===== src/rtl/board_prog_loader.sv =====
// rtl/board_prog_loader.sv - board-side halfword-entry writer for miniRISC memory
//
// While load_en is high the processor is held and the operator keys 32-bit
// words as two 16-bit halves on sw, low half first, each confirmed by a
// debounced press of button. Every completed word produces one single-cycle
// write to mem_addr, starting at the address on add and incrementing.
//
// Optional build macro: LOADER_CHECKSUM_EN enables the running 16-bit
// checksum on chksum; without it chksum is a constant zero.
//
// Ports:
//   clk, rst          clock, synchronous active-high reset
//   load_en           load-mode switch (1 = hold CPU, accept entries)
//   button            raw asynchronous pushbutton
//   add               start word address, sampled on entry to load mode
//   sw                halfword entry switches
//   cpu_hold          processor stall, high outside IDLE
//   mem_we            one-cycle memory write enable
//   mem_addr          write address (holds last value)
//   mem_wdata         write data {high half, low half} (holds last value)
//   half_sel          1 while waiting for the high half
//   word_count        words written in this session
//   full              top address written, further entries ignored
//   chksum            running checksum of written halves
module board_prog_loader #(
    parameter int ADDR_W    = 10,
    parameter int DB_CYCLES = 16
) (
    input  logic              clk,
    input  logic              rst,
    input  logic              load_en,
    input  logic              button,
    input  logic [ADDR_W-1:0] add,
    input  logic [15:0]       sw,
    output logic              cpu_hold,
    output logic              mem_we,
    output logic [ADDR_W-1:0] mem_addr,
    output logic [31:0]       mem_wdata,
    output logic              half_sel,
    output logic [ADDR_W:0]   word_count,
    output logic              full,
    output logic [15:0]       chksum
);

    localparam int CW = $clog2(DB_CYCLES + 1);
    localparam logic [CW-1:0]   DB_LAST = CW'(DB_CYCLES - 1);
    localparam logic [ADDR_W:0] WC_MAX  = {1'b1, {ADDR_W{1'b0}}};

    typedef enum logic [2:0] {
        S_IDLE,
        S_LO,
        S_HI,
        S_WRITE,
        S_FULL
    } state_t;

    state_t            state;
    logic              sync0, sync1;
    logic              db_level, db_prev;
    logic [CW-1:0]     db_cnt;
    logic              press;
    logic [15:0]       lo_reg;
    logic [ADDR_W-1:0] addr_reg;
`ifdef LOADER_CHECKSUM_EN
    logic [15:0]       chksum_q;
`endif

    always_ff @(posedge clk) begin
        if (rst) begin
            state      <= S_IDLE;
            sync0      <= 1'b0;
            sync1      <= 1'b0;
            db_level   <= 1'b0;
            db_prev    <= 1'b0;
            db_cnt     <= '0;
            press      <= 1'b0;
            lo_reg     <= '0;
            addr_reg   <= '0;
            mem_addr   <= '0;
            mem_wdata  <= '0;
            word_count <= '0;
`ifdef LOADER_CHECKSUM_EN
            chksum_q   <= '0;
`endif
        end else begin
            sync0 <= button;
            sync1 <= sync0;

            // The level only flips after DB_CYCLES consecutive disagreeing samples.
            if (sync1 == db_level) begin
                db_cnt <= '0;
            end else if (db_cnt == DB_LAST) begin
                db_level <= ~db_level;
                db_cnt   <= '0;
            end else begin
                db_cnt <= db_cnt + 1'b1;
            end

            db_prev <= db_level;
            press   <= db_level & ~db_prev;

            case (state)
                S_IDLE: begin
                    if (load_en) begin
                        state      <= S_LO;
                        addr_reg   <= add;
                        word_count <= '0;
`ifdef LOADER_CHECKSUM_EN
                        chksum_q   <= '0;
`endif
                    end
                end
                S_LO: begin
                    if (!load_en) begin
                        state <= S_IDLE;
                    end else if (press) begin
                        lo_reg <= sw;
                        state  <= S_HI;
                    end
                end
                S_HI: begin
                    if (!load_en) begin
                        state <= S_IDLE;
                    end else if (press) begin
                        // The upper half of mem_wdata doubles as the high-half register.
                        mem_addr  <= addr_reg;
                        mem_wdata <= {sw, lo_reg};
                        state     <= S_WRITE;
                    end
                end
                S_WRITE: begin
                    addr_reg <= addr_reg + 1'b1;
                    if (word_count != WC_MAX) begin
                        word_count <= word_count + 1'b1;
                    end
`ifdef LOADER_CHECKSUM_EN
                    chksum_q <= chksum_q + mem_wdata[31:16] + mem_wdata[15:0];
`endif
                    if (addr_reg == {ADDR_W{1'b1}}) begin
                        state <= S_FULL;
                    end else if (load_en) begin
                        state <= S_LO;
                    end else begin
                        state <= S_IDLE;
                    end
                end
                S_FULL: begin
                    if (!load_en) begin
                        state <= S_IDLE;
                    end
                end
                default: state <= S_IDLE;
            endcase
        end
    end

    assign cpu_hold = (state != S_IDLE);
    assign mem_we   = (state == S_WRITE);
    assign half_sel = (state == S_HI);
    assign full     = (state == S_FULL);

`ifdef LOADER_CHECKSUM_EN
    assign chksum = chksum_q;
`else
    assign chksum = 16'h0000;
`endif

endmodule


===== config.mk =====
export PLATFORM = sky130hd
export DESIGN_NAME = board_prog_loader
export DESIGN_NICKNAME = d
export VERILOG_FILES = /design/src/rtl/board_prog_loader.sv
export SDC_FILE = /design/constraint.sdc
export NUM_CORES = 1
export LEC_CHECK = 0
export ABC_AREA = 1
export CORE_AREA = 4 4 131 133
export DETAILED_ROUTE_END_ITERATION = 8
export DIE_AREA = 0 0 135 137
export GPL_TIMING_DRIVEN = 0
export HOLD_SLACK_MARGIN = 0.02
export SYNTH_ARGS = -nofsm -noshare
export SYNTH_HDL_FRONTEND = slang
export SYNTH_SLANG_ARGS = --single-unit

===== constraint.sdc =====
create_clock -name clk -period 2.2 [get_ports clk]
set_input_delay 0.44 -clock clk [delete_from_list [all_inputs] [get_ports clk]]
set_output_delay 0.44 -clock clk [all_outputs]
set_load 0.005 [all_outputs]

==> results.py <==
metrics = {
    "die": {
        "core_sq_um": 15830,
        "start_util": 0.2477,
        "fp.dieW_microns": 135,
        "die-area_sq_um": 18500,
        "dieHeight_microns": 137,
        "num_io_pins": 103,
        "fp-row-count": 46,
    },
    "synthesis": {
        "synth-seq-area-share": 0.4698,
        "synth_cell_type_count": 32,
        "syn_avg_cell_area_sq_um": 7.495,
        "synth_area_sq_um": 3920,
        "ys_ff_latch": 92,
        "yosysWarnings": 0,
        "netlist_instances": 523,
    },
    "clocking": {
        "cts.repair.resized": 3,
        "cts_buffers": 9,
        "ctsRootBufferMaster": "clkbuf_16",
        "clock_latency_ns": 0.34,
        "cts_tree": "built",
        "cts.sink_count": 92,
        "cts_hold_buf": 0,
        "htreeDepth": 3,
        "clk_path_buf_depth": 2,
        "clk_pin_slew_ns": 0.06,
        "postCtsSetupRepairBufs": 0,
    },
    "power": {
        "total_leakage_power_nw": 2.004,
        "vdd_drop_max_v": 0.0003604,
        "p_per_area_nw_per_um2": 665.5,
    },
    "critical_path": {
        "worstPathMaxFanout": 19,
        "r2r_start": "state[0]$_SDFFE_PP0P_",
        "worstSetupEndpointType": "output port",
        "cpMaxStageDelayCell": "clkdlybuf4s50_1",
        "path_cells": "inv_1 -> nand3_4 -> clkinv_8 -> clkdlybuf4s50_1",
        "path_class": "reg2out",
        "arrival_ns": 1.66,
        "cpPeakStageDelay_ns": 0.51,
        "cp.required_ns": 1.76,
        "crit_family": "buffers and inverters",
        "path_buf_inv": 3,
        "cp-startpoint": "state[2]$_SDFFE_PP0P_",
        "startpoint_type": "flop",
    },
    "sta": {
        "worst_pin_slew_ns": 0.6731,
        "hold_viol": 0,
        "fin_crit_sh": 0.9533,
        "fin_hold_ws_ns": 0.3964,
        "relSlewSlack": 0.5513,
        "slew_viol_final": 0,
        "finClkSkew_ns": 0.007167,
        "min_period_ns": 2.097,
        "fmax_ghz": 0.4768,
        "setup_viol": 0,
        "rsz0062_at_grt": "no",
    },
    "finish": {
        "largest_register_ffs": 32,
        "drive_above_1_share": 0.08477,
        "final_cell_mix": "dfxtp_1 (91), nand2_1 (86), clkdlybuf4s50_1 (85)",
        "final_util": 0.3421,
        "final_common_cell": "dfxtp_1",
        "fin_nets": 668,
        "diodes": 0,
        "area_growth_pct": 38.14,
    },
    "grt": {
        "grt_pass1_wl_microns": 18280,
        "grt_most_used_layer": "met2",
        "first_global_vias": 3381,
        "met2_usage": 0.1968,
        "antenna_found_initial": 0,
        "grt_util_all_layers": 0.1267,
        "grt_max_degree": 20,
        "grt.met3_usage": 0.04118,
        "grt_use_met1": 0.1730,
        "overflow": 0,
    },
    "routing": {
        "drt_drc_violations_left": 0,
        "finalWirelength_microns": 11580,
        "via_count": 3677,
        "wire_per_inst_microns": 13.57,
        "drt-pass1-iter-count": 4,
        "drtIter0Drc": 182,
        "drt-vias-per-instance": 4.311,
        "ant_nets": 0,
    },
    "worst_hold_path": {
        "hp-class": "reg2reg",
        "min_from": "db_prev$_SDFF_PP0_",
    },
    "run": {
        "drv_cap": 0,
    },
    "placed_design": {
        "portBuffers": 85,
        "gp_congestion": 0.8258,
        "place_hpwl_microns": 8587,
    },
    "outcome": {
        "status": "completed",
    },
}
report_power, final:
| group | switching [W] | internal, W | total, W |
|---|---|---|---|
| clock network | 0.000643 | 0.000934 | 0.00158 |
| registers | 0.0000299 | 0.00169 | 0.00172 |
| logic | 0.000173 | 0.000131 | 0.000304 |
| total | 0.000846 | 0.00276 | 0.00360 |
layer usage:
| metal | up-vias | wire (microns) |
|---|---|---|
| met5 | - | 0 |
| met4 | 0 | 126 |
| met3 | 12 | 743 |
| met2 | 87 | 5243 |
| met1 | 1663 | 5461 |
| li1 | 1915 | - |
area by class of cell:
class / instances / area (sq um)
buffer: 40 / 244.0
clock buffer: 11 / 252.7
clock inverter: 4 / 48.80
fill: 1692 / 10410
inverter: 49 / 196.4
multi-input combinational: 356 / 1709
sequential: 92 / 1843
tap: 216 / 270.3
timing repair buffer: 85 / 850.8
synthesized netlist by cell type:
cell type	instances	area, sq um
a211oi_1	1	7.510
a21oi_1	80	400.4
a31oi_1	2	12.51
buf_2	9	45.04
buf_4	18	135.1
buf_6	2	22.52
clkbuf_1	11	41.29
clkbuf_2	1	5.000
conb_1	1	3.750
dfxtp_1	92	1842
ha_1	5	62.56
inv_1	47	176.4
inv_2	2	7.510
nand2_1	86	322.8
nand3_1	28	140.1
nand3_2	1	10.01
nand3b_1	1	7.510
nand4_1	1	6.260
nor2_1	46	172.7
nor2_2	2	12.51
nor2_4	1	11.26
nor3_1	8	40.04
nor3b_1	1	7.510
o211ai_1	3	22.52
o21a_1	1	7.510
o21ai_0	58	290.3
o21ai_1	7	35.03
o21bai_1	2	15.01
o21bai_4	1	18.77
o221ai_1	1	8.760
or2_2	2	12.51
xor2_1	2	17.52
worst paths after layout:
check	cells after the start	slack, ns	endpoint
max reg2reg	6	0.47	lo_reg[2]$_SDFFE_PP0P_
max	4	0.10	mem_we
min reg2reg	1	0.40	press$_SDFF_PP0_
min	1	0.40	press$_SDFF_PP0_
kinds of logic after synthesis:
kind of cell / after synthesis / synth area share
xor gates and xnor gates: 2 / 0.004469
DFF: 92 / 0.4698
and+or+nand+nor: 177 / 0.1896
AOI/OAI and AO/OA: 156 / 0.2087
buffers and inverters: 90 / 0.1104
adders and majority gates: 5 / 0.01596
other: 1 / 0.0009566
through the flow:
step	setup slack, ns	area [sq um]	TNS [ns]	power, W	std cells
6_report	0.1027	5415	0	0.003604	853
5_1_grt	0.01312	5415	0	0.003757	853
4_1_cts	0.01334	5406	0	0.003643	853
3_5_place_dp	-0.2269	5097	-3.976	0.002062	839
3_3_place_gp	-0.1851	5097	-3.316	0.002059	839
2_1_floorplan	0.7697	3976	0	0.001929	538
(Power assumes the default switching activity.)
